`src/rtl/breakout_pkg.sv`:
```
// Shared state encoding and default timing constants for the breakout
// game-flow controller and its key conditioners.
package breakout_pkg;

   typedef enum logic [1:0] {
      CLEAR  = 2'd0,
      IDLE   = 2'd1,
      PLAY   = 2'd2,
      RESULT = 2'd3
   } ctrl_state_t;

   localparam int DEF_DEB_CYCLES  = 500000;    // 20 ms at 25 MHz
   localparam int DEF_RESULT_HOLD = 50000000;  // 2 s at 25 MHz
   localparam int DEF_RST_CYCLES  = 16;

   // Width of a counter covering 0..n-1, never narrower than one bit.
   function automatic int cnt_width(input int n);
      return (n > 1) ? $clog2(n) : 1;
   endfunction

endpackage

```
`src/rtl/key_debounce.sv`:
```
// Raw active-low key -> 2-FF synchroniser -> pressed-high debounced level,
// plus a one-cycle pulse on the cycle after a released->pressed commit.
module key_debounce
   import breakout_pkg::*;
#(
   parameter int DEB_CYCLES = DEF_DEB_CYCLES
) (
   input  logic clk,
   input  logic rst_n,
   input  logic key_n,
   output logic level,
   output logic rise_pulse
);

   localparam int            CW       = cnt_width(DEB_CYCLES);
   localparam logic [CW-1:0] CNT_LAST = CW'(DEB_CYCLES - 1);

   logic [1:0]    sync;
   logic          pressed;
   logic [CW-1:0] cnt;
   logic          commit;

   // Synchroniser resets to the released level so nothing commits out of reset.
   always_ff @(posedge clk or negedge rst_n) begin
      if (!rst_n) begin
         sync <= 2'b11;
      end else begin
         sync <= {sync[0], key_n};
      end
   end

   assign pressed = ~sync[1];
   assign commit  = (pressed != level) && (cnt == CNT_LAST);

   always_ff @(posedge clk or negedge rst_n) begin
      if (!rst_n) begin
         level      <= 1'b0;
         cnt        <= '0;
         rise_pulse <= 1'b0;
      end else begin
         rise_pulse <= commit & pressed;
         if ((pressed == level) || commit) begin
            cnt <= '0;
         end else begin
            cnt <= cnt + CW'(1);
         end
         if (commit) begin
            level <= pressed;
         end
      end
   end

endmodule

```
`src/rtl/breakout_ctrl.sv`:
```
// Game-flow controller for the breakout core: conditions the S/D/START keys
// and sequences CLEAR -> IDLE -> PLAY -> RESULT with a scoped core reset.
module breakout_ctrl
   import breakout_pkg::*;
#(
   parameter int DEB_CYCLES  = DEF_DEB_CYCLES,
   parameter int RESULT_HOLD = DEF_RESULT_HOLD,
   parameter int RST_CYCLES  = DEF_RST_CYCLES
) (
   input  logic       vga_clk,
   input  logic       sys_rst_n,
   input  logic       key_s_n,
   input  logic       key_d_n,
   input  logic       key_start_n,
   input  logic       game_win,
   input  logic       game_lose,
   output logic       left_btn,
   output logic       right_btn,
   output logic       game_active,
   output logic       game_rst_n,
   output logic [1:0] ctrl_state,
   output logic       last_win
);

   localparam int            RW        = cnt_width(RST_CYCLES);
   localparam int            HW        = cnt_width(RESULT_HOLD);
   localparam logic [RW-1:0] RST_LAST  = RW'(RST_CYCLES - 1);
   localparam logic [HW-1:0] HOLD_LAST = HW'(RESULT_HOLD - 1);

   ctrl_state_t   state;
   ctrl_state_t   state_next;
   logic [RW-1:0] rst_cnt;
   logic [RW-1:0] rst_cnt_next;
   logic [HW-1:0] hold_cnt;
   logic [HW-1:0] hold_cnt_next;
   logic          last_win_next;

   logic s_level;
   logic d_level;
   logic start_pulse;
   logic unused_s_rise;
   logic unused_d_rise;
   logic unused_start_level;

   key_debounce #(.DEB_CYCLES(DEB_CYCLES)) u_key_s (
      .clk        (vga_clk),
      .rst_n      (sys_rst_n),
      .key_n      (key_s_n),
      .level      (s_level),
      .rise_pulse (unused_s_rise)
   );

   key_debounce #(.DEB_CYCLES(DEB_CYCLES)) u_key_d (
      .clk        (vga_clk),
      .rst_n      (sys_rst_n),
      .key_n      (key_d_n),
      .level      (d_level),
      .rise_pulse (unused_d_rise)
   );

   key_debounce #(.DEB_CYCLES(DEB_CYCLES)) u_key_start (
      .clk        (vga_clk),
      .rst_n      (sys_rst_n),
      .key_n      (key_start_n),
      .level      (unused_start_level),
      .rise_pulse (start_pulse)
   );

   // Counters default to zero so every state entry starts them fresh.
   always_comb begin
      state_next    = state;
      rst_cnt_next  = '0;
      hold_cnt_next = '0;
      last_win_next = last_win;
      case (state)
         CLEAR: begin
            if (rst_cnt == RST_LAST) begin
               state_next = IDLE;
            end else begin
               rst_cnt_next = rst_cnt + RW'(1);
            end
         end
         IDLE: begin
            if (start_pulse) begin
               state_next = PLAY;
            end
         end
         PLAY: begin
            if (game_win) begin
               state_next    = RESULT;
               last_win_next = 1'b1;
            end else if (game_lose) begin
               state_next    = RESULT;
               last_win_next = 1'b0;
            end
         end
         RESULT: begin
            if (hold_cnt != HOLD_LAST) begin
               hold_cnt_next = hold_cnt + HW'(1);
            end else if (start_pulse) begin
               state_next = CLEAR;
            end else begin
               hold_cnt_next = hold_cnt;
            end
         end
         default: begin
            state_next = CLEAR;
         end
      endcase
   end

   // Outputs are decoded from the next state so they change with the state.
   always_ff @(posedge vga_clk or negedge sys_rst_n) begin
      if (!sys_rst_n) begin
         state       <= CLEAR;
         rst_cnt     <= '0;
         hold_cnt    <= '0;
         last_win    <= 1'b0;
         game_rst_n  <= 1'b0;
         game_active <= 1'b0;
         left_btn    <= 1'b0;
         right_btn   <= 1'b0;
      end else begin
         state       <= state_next;
         rst_cnt     <= rst_cnt_next;
         hold_cnt    <= hold_cnt_next;
         last_win    <= last_win_next;
         game_rst_n  <= (state_next != CLEAR);
         game_active <= (state_next == PLAY) || (state_next == RESULT);
         left_btn    <= (state_next == PLAY) && s_level;
         right_btn   <= (state_next == PLAY) && d_level;
      end
   end

   assign ctrl_state = state;

endmodule

```
`config.mk`:
```
export PLATFORM = sky130hd
export DESIGN_NAME = breakout_ctrl
export DESIGN_NICKNAME = d
export VERILOG_FILES = /design/src/rtl/breakout_pkg.sv /design/src/rtl/key_debounce.sv /design/src/rtl/breakout_ctrl.sv
export SDC_FILE = /design/constraint.sdc
export NUM_CORES = 1
export LEC_CHECK = 0
export ABC_AREA = 1
export BUFFER_PORTS_ARGS = -buffer_cell sky130_fd_sc_hd__buf_2
export CAP_MARGIN = 15
export CELL_PAD_IN_SITES_DETAIL_PLACEMENT = 2
export CELL_PAD_IN_SITES_GLOBAL_PLACEMENT = 2
export CORE_AREA = 2 2 133 135
export CTS_CLUSTER_DIAMETER = 60
export DETAILED_ROUTE_END_ITERATION = 12
export DIE_AREA = 0 0 135 137
export PLACE_DENSITY_LB_ADDON = 0.1
export SYNTH_ARGS = -nofsm -noshare
export SYNTH_HDL_FRONTEND = slang
export SYNTH_HIERARCHICAL = 1
export SYNTH_SLANG_ARGS = --single-unit
```
`constraint.sdc`:
```
create_clock -name vga_clk -period 1.5 [get_ports vga_clk]
set_input_delay 0.225 -clock vga_clk [delete_from_list [all_inputs] [get_ports vga_clk]]
set_output_delay 0.225 -clock vga_clk [all_outputs]
set_load 0.03 [all_outputs]
```
==> results of run 1 <==
placed cells by master (no fill, tap or decap), drive strengths merged, types with 9 or more instances in the layout:
cell    instances
xor2           24
nor2          166
inv            86
xnor2          17
dfrtp          98
buf           101
a21oi          16
clkbuf         10
nand4          13
nor3            9
nand2         170
nand3          70
o21ai          22
critical path, cell delays in order (launching register included):
cell and delay [ps]:
dfrtp_1 420, ha_4 180, nand2_4 70, nor2_4 130, buf_4 140, nand2_1 80, nor2_1 130, nand2_1 100
buf_4 140, nand4_1 110, nand2_1 70
routing by layer:
layer	vias to the layer above	global-route usage, %
met1	2651	23.5
li1	2473	-
met4	0	4.17
met3	20	3.96
met2	46	36.8
met5	-	0
power groups by stage:
stage	Combinational, mW	Sequential (mW)	Clock [mW]
2_1_floorplan	0.0783	2.91	0
3_3_place_gp	0.186	2.91	0
3_5_place_dp	0.197	2.91	0
4_1_cts	0.209	2.86	2.49
5_1_grt	0.271	2.86	2.56
6_report	0.237	2.86	2.38
stage by stage:
| step | setup slack (ps) | hold slack, ps | setup TNS (ps) |
|---|---|---|---|
| floorplan | 6.55 | -70.6 | 0 |
| global placement | -123 | 83.9 | -1110 |
| detailed placement | -223 | 82.9 | -3730 |
| CTS | -138 | 102 | -2620 |
| global route | -231 | 116 | -7750 |
| finish | -180 | 119 | -2990 |
final timing paths:
check / start / endpoint / slack, ps
worst max-delay path: hold_cnt[0]$_DFFE_PN0P_ / hold_cnt[25]$_DFFE_PN0P_ / -180
worst min-delay path: game_win / last_win$_DFFE_PN0P_ / 120
worst max register to register: hold_cnt[0]$_DFFE_PN0P_ / hold_cnt[25]$_DFFE_PN0P_ / -180
worst min register to register: u_key_start/sync[0]$_DFF_PN1_ / u_key_start/sync[1]$_DFF_PN1_ / 360
max in group asynchronous: sys_rst_n / u_key_start/sync[1]$_DFF_PN1_ / 710
min in group asynchronous: sys_rst_n / ctrl_state[1]$_DFF_PN0_ / 250
final cells by class:
type	count	area share, %
flip-flops and latches	104	35.0
clock inverters	6	0.804
inverters	86	4.39
multi-input cells	525	41.3
clock buffers	10	3.07
repair buffers	105	11.6
well taps	225	3.77
repair_timing:
action / CTS / global route
hold buffers: 4 / 0
endpoints found under the hold margin: 101 / 0
setup buffers: 6 / 16
setup endpoints to repair: 32 / 90
gates cloned: 0 / 2
resized for setup: 37 / 90
pin swaps: 9 / 31
state kept, by name, indices dropped and copies added (netlist names):
signal	flops
hold_cnt	26
ctrl_state	2
u_key_start/sync	2
u_key_start/cnt	19
u_key_start/level	1
u_key_d/cnt	19
game_active	1
u_key_d/sync	2
u_key_s/level	1
last_win	1
u_key_s/cnt	19
u_key_s/sync	2
right_btn	1
u_key_start/rise_pulse	1
left_btn	1
rst_cnt	4
game_rst_n	1
u_key_d/level	1
==> flow_summary.ini, run 1 <==
[outcome]
status = complete, but fails checks
violations = negative setup slack

[route]
top_layer = met4
vias = 5190
avgRoutedWirePerCell_um = 17.7
drc = 0
wl_met2_um = 10500
vias_per_cell = 4.89
met3_length_um = 378
drt_iter0_drc = 134
drtAntennaViolNets = 0
firstDrtPassIters = 5
wl_met1_um = 7630
wirelength_um = 18800

[floorplan]
ios = 14
die_x_um = 135
die-area_mm2 = 0.0185
core_area_mm2 = 0.0171
start_util_pct = 33.0
num_rows = 48
fp.dieH_um = 137

[cts]
root_buffer = clkbuf_16
cts_buffer_depth = 2
htreeDepth = 3
cts_made_buffers = 9
clkSlewWorstSetupHoldPaths_ps = 80
clk_latency_ps = 360
tritoncts = built
clkSinkCount = 104

[power_and_ir_drop]
p_int_mw = 4.21
ir_drop_mv = 0.517
p_per_area_mw_per_mm2 = 734
seqPwrFrac_pct = 52.2
p_total_mw = 5.48
p_comb_share_pct = 4.3
switchingPower_mw = 1.27
pwr-share-clk_pct = 43.5
leakage_nw = 3.31
p_sw_share_pct = 23.1

[sta]
setup_ws_ps = -180
layout_min_cycle_time_ps = 1680
tightestPinTransition_ps = 459
hold_violations = 0
setup_viol = 45
rsz0062_at_grt = yes
drv_slew = 0
max_slew_margin_pct = 69.3
skew_ps = 12.0
layout_worst_path_cycle_share_pct = 112
fmax_mhz = 595

[placed_design]
numPortBuffers = 13
gp_congestion = 0.786
dp_cells = 1017
place_area_mm2 = 0.00645
hpwl_um = 12800

[global_route]
gr-total-overflow = 0
grt.total_usage_pct = 19.8
grt_pass1_wl_um = 28500
grt_start_max_net_pins = 42
antenna_found_initial = 0
grt_pass1_vias = 5655

[setup_path]
startpoint_type = register
rr_worst_depth = 10
crit_arrival_ps = 1930
worst_ep_required_time_ps = 1750
crit_fanout = 2
critPathKind = reg2reg
endpoint_kind = register

[logic_synthesis]
synth_warnings = 6
synth_area_mm2 = 0.00562
syn_nets = 731
avgSynthCellArea_um2 = 7.82
netlist_instances = 719

[cells_and_area]
postLayoutCoreUtil_pct = 43.8
antenna_cells = 0
area_growth_pct = 32.8
multiInputGateArea_mm2 = 0.00308
drive_gt1_share_pct = 29.5
nets = 843
final_cell_area_mm2 = 0.00747
regArea_mm2 = 0.00262
finalNonFillerCells = 1061
nFillCells = 1918

[min_path]
hold_path.class = in2reg
hold_path_depth = 2

[job]
maxCapViolCount = 0
Power figures use the tool's default switching activity.
==> run 2: changes to the inputs <==
- CORE_AREA: 2 2 133 135 -> 2 2 131 133
- CTS_BUF_LIST: unset -> sky130_fd_sc_hd__clkbuf_4 sky130_fd_sc_hd__clkbuf_8
- DIE_AREA: 0 0 135 137 -> 0 0 133 135
==> flow_summary.ini, run 2 (synthesized netlist as in run 1, its figures left out) <==
[sta]
fmax_mhz = 621
hold_ws_ps = 124
layout_worst_path_cycle_share_pct = 107
tightestPinTransition_ps = 378
setup_viol = 25
max_slew_margin_pct = 74.8
drv_slew = 0
skew_ps = 15.2
setup_ws_ps = -111
rsz0062_at_grt = yes
setup_tns_ps = -980
hold_violations = 0
layout_min_cycle_time_ps = 1610

[cells_and_area]
regMostFlops = hold_cnt
antenna_cells = 0
mostFrequentLayoutCells = nand2_1, nor2_1, dfrtp_1
finalNonFillerCells = 1047
drive_gt1_share_pct = 27.0
final_common_cell = nand2_1
final_cell_area_mm2 = 0.00718
nFillCells = 1826
area_growth_pct = 27.7
postLayoutCoreUtil_pct = 43.8
nets = 834
largest_reg_flops = 26

[job]
maxCapViolCount = 0

[power_and_ir_drop]
p_total_mw = 4.98
p_per_area_mw_per_mm2 = 694
leakage_nw = 3.23
ir_drop_mv = 0.433

[placed_design]
dp_cells = 1004
numPortBuffers = 13
place_area_mm2 = 0.00637
dp_worst_setup_slack_ps = -198
gp_congestion = 0.855
hpwl_um = 12600

[min_path]
hold_path_depth = 2
hold_path.class = in2reg

[cts]
tritoncts = built
root_buffer = clkbuf_8
clk_latency_ps = 390
cts_made_buffers = 9
clkSinkCount = 104
cts_buffer_depth = 2
clkSlewWorstSetupHoldPaths_ps = 110
htreeDepth = 3

[outcome]
status = complete, but fails checks
violations = negative setup slack

[global_route]
grt_start_max_net_pins = 66
grt_pass1_vias = 5675
grt_pass1_wl_um = 28700
gr-total-overflow = 0
antenna_found_initial = 0
grt.total_usage_pct = 20.1

[floorplan]
core_area_mm2 = 0.0164
die-area_mm2 = 0.0180
num_rows = 47
die_x_um = 133
ios = 14
fp.dieH_um = 135
start_util_pct = 34.3

[route]
vias = 5069
wl_met2_um = 9570
firstDrtPassIters = 4
drt_iter0_drc = 153
top_layer = met4
drtAntennaViolNets = 0
wl_met1_um = 7620
avgRoutedWirePerCell_um = 16.9
wirelength_um = 17700
met3_length_um = 254
drc = 0
vias_per_cell = 4.84

[setup_path]
endpoint_kind = register
worst_ep_required_time_ps = 1770
crit_arrival_ps = 1880
crit_fanout = 4
rr_worst_depth = 11
startpoint_type = register
critPathKind = reg2reg
## run 2: repair_timing
| item | in CTS | in global routing |
|---|---|---|
| hold buffers | 4 | 0 |
| endpoints found under the setup margin | 60 | 80 |
| gates cloned | 0 | 1 |
| gates resized for setup | 31 | 63 |
| pin swaps | 12 | 27 |
| buffers inserted | 9 | 14 |
| endpoints found under the hold margin | 101 | 0 |
## run 2: where the power goes
part / internal [mW] / total [mW] / switching [mW]
logic: 0.101 / 0.245 / 0.144
registers: 2.84 / 2.86 / 0.0275
clock network: 0.790 / 1.88 / 1.09
total: 3.73 / 4.98 / 1.26
## run 2: metal layers
layer / GRT usage, % / vias up
li1: - / 2458
met1: 23.8 / 2560
met2: 38.1 / 28
met3: 3.15 / 23
met4: 4.90 / 0
met5: 0 / -
## run 2: final timing paths
kind                                           start                       endpoint  slack, ps
setup / recovery             hold_cnt[1]$_DFFE_PN0P_       hold_cnt[13]$_DFFE_PN0P_       -110
hold / removal                              game_win           last_win$_DFFE_PN0P_        120
setup reg to reg             hold_cnt[1]$_DFFE_PN0P_       hold_cnt[13]$_DFFE_PN0P_       -110
hold reg to reg            u_key_d/sync[0]$_DFF_PN1_      u_key_d/sync[1]$_DFF_PN1_        360
max in group asynchronous                  sys_rst_n  u_key_start/sync[1]$_DFF_PN1_        760
min in group asynchronous                  sys_rst_n      u_key_d/cnt[14]$_DFF_PN0_        350
## run 2: area by class of cell
cell class | instances | area (um2) | share of cell area [%]
Clock buffer | 9 | 124 | 1.73
Sequential cell | 104 | 2620 | 36.5
Inverter | 86 | 328 | 4.57
Clock inverter | 7 | 78.8 | 1.10
Tap cell | 220 | 275 | 3.83
Timing Repair Buffer | 97 | 752 | 10.5
Multi-Input combinational cell | 524 | 3000 | 41.8
## run 2: worst max-delay path, stage by stage, from the launching register on
cell and delay [ps]:
dfrtp_1 430, ha_4 170, nand2_4 60, nor2_4 120, nand2_2 80, nor2_4 120
nand2_2 90, nand2_4 110, buf_6 100, a21oi_2 20, o21ai_1 100, nand2_1 90
==> run 3: changes to the inputs <==
- CELL_PAD_IN_SITES_DETAIL_PLACEMENT: 2 -> 0
- SLEW_MARGIN: unset -> 20
==> flow_summary.ini, run 3 (synthesized netlist as in run 1, its figures left out) <==
[cells_and_area]
drive_gt1_share_pct = 27.3
antenna_cells = 0
final_common_cell = nand2_1
nFillCells = 1684
area_growth_pct = 27.8
largest_reg_flops = 26
mostFrequentLayoutCells = nand2_1, nor2_1, dfrtp_1
regMostFlops = hold_cnt
nets = 829
regArea_mm2 = 0.00262
multiInputGateArea_mm2 = 0.00300
postLayoutCoreUtil_pct = 43.8
finalNonFillerCells = 1042

[sta]
rsz0062_at_grt = yes
tightestPinTransition_ps = 390
setup_ws_ps = -97.6
drv_slew = 0
setup_viol = 24
layout_min_cycle_time_ps = 1600
max_slew_margin_pct = 73.7
setup_tns_ps = -1230
skew_ps = 11.7
layout_worst_path_cycle_share_pct = 107
hold_violations = 0
fmax_mhz = 626

[cts]
tritoncts = built
clkSlewWorstSetupHoldPaths_ps = 100
cts_buffer_depth = 2
clk_latency_ps = 390
htreeDepth = 3
cts_made_buffers = 9
root_buffer = clkbuf_8
clkSinkCount = 104

[power_and_ir_drop]
p_per_area_mw_per_mm2 = 709
ir_drop_mv = 0.428
leakage_nw = 3.19

[floorplan]
die_x_um = 133
die-area_mm2 = 0.0180
fp.dieH_um = 135
start_util_pct = 34.3
core_area_mm2 = 0.0164
ios = 14
num_rows = 47

[route]
drt_iter0_drc = 213
drc = 0
top_layer = met4
avgRoutedWirePerCell_um = 13.3
drtAntennaViolNets = 0
wl_met2_um = 6670
wirelength_um = 13800
vias = 4759
firstDrtPassIters = 4
met3_length_um = 315
vias_per_cell = 4.57
wl_met1_um = 6630

[global_route]
grt_pass1_wl_um = 23400
grt.total_usage_pct = 16.3
grt_start_max_net_pins = 66
antenna_found_initial = 0
grt_pass1_vias = 4813
gr-total-overflow = 0

[placed_design]
gp_congestion = 0.855
dp_cells = 1004
hpwl_um = 9980
numPortBuffers = 13
dp_worst_setup_slack_ps = -139

[setup_path]
cp_slowest_stage_delay_ps = 380
crit_fanout = 11
critPathKind = reg2reg
crit_arrival_ps = 1880
startpoint_type = register
endpoint_kind = register
critical-path-slowest-cell = dfrtp_1
path_cells = ha_2 -> nand2_2 -> nor2_4 -> nand2_2 -> nor2_4 -> nand2_2 -> nand2_4 -> buf_12 -> inv_16 -> nor2_4 -> a21oi_1
worst_ep_required_time_ps = 1780

[min_path]
hold_path.class = in2reg

[outcome]
status = complete, but fails checks
violations = negative setup slack

[job]
maxCapViolCount = 0
==> run 3: cell count changes in the layout (fill, tap and decap cells not counted), moves of 4 or more <==
cell and change:
buf_4 -6, nand2_2 +4, nor2_2 -5, nor2_4 +6, o21ai_2 +5
==> run 3: what timing repair did <==
| action | CTS | global route |
|---|---|---|
| endpoints found under the setup margin | 22 | 86 |
| endpoints found under the hold margin | 101 | 0 |
| pin swaps | 10 | 34 |
| cloned | 0 | 1 |
| gates resized for setup | 26 | 81 |
| hold buffers | 4 | 0 |
| buffers inserted | 4 | 13 |
==> run 3: per-layer routing <==
layer  vias up  GRT usage (%)
met1      2246           21.2
met3        17           3.08
li1       2460              -
met5         -              0
met2        36           27.5
met4         0           5.62
==> run 3: per-stage QoR <==
step / power [mW] / hold WS [ps] / cell area [um2]
2_1_floorplan: 2.98 / -70.6 / 5630
3_3_place_gp: 3.09 / 227 / 6370
3_5_place_dp: 3.10 / 228 / 6370
4_1_cts: 5.19 / 91.3 / 6770
5_1_grt: 5.34 / 92.2 / 7190
6_report: 5.10 / 112 / 7190
==> run 3: final timing paths <==
check,to,start,depth (start not counted),slack (ps)
max,hold_cnt[15]$_DFFE_PN0P_,hold_cnt[1]$_DFFE_PN0P_,11,-100
min,last_win$_DFFE_PN0P_,game_win,2,110
max reg2reg,hold_cnt[15]$_DFFE_PN0P_,hold_cnt[1]$_DFFE_PN0P_,11,-100
min reg2reg,u_key_d/sync[1]$_DFF_PN1_,u_key_d/sync[0]$_DFF_PN1_,0,360
max in group asynchronous,u_key_start/sync[0]$_DFF_PN1_,sys_rst_n,3,770
min in group asynchronous,u_key_d/cnt[12]$_DFF_PN0_,sys_rst_n,3,340
==> run 3: area by class of cell <==
type | instances | area share [%]
timing repair buffer | 92 | 10.2
clock inverter | 6 | 1.25
tap | 220 | 3.83
clock buffer | 10 | 1.92
sequential | 104 | 36.4
inverter | 86 | 4.72
multi-input combinational | 524 | 41.7
==> run 3: worst max-delay path, delay by kind of cell, from the launching register on <==
kind,cells,cell delay [ps]
simple gates,7,650
flops,1,380
fa+ha+maj,1,200
buf+inv,2,190
compound gates,1,50
==> run 3: report_power, final <==
group	total [mW]	internal, mW	switching, mW	leakage [nW]
clock	2.03	0.995	1.04	0.113
sequential	2.86	2.84	0.0208	1.41
combinational	0.210	0.0772	0.133	1.67
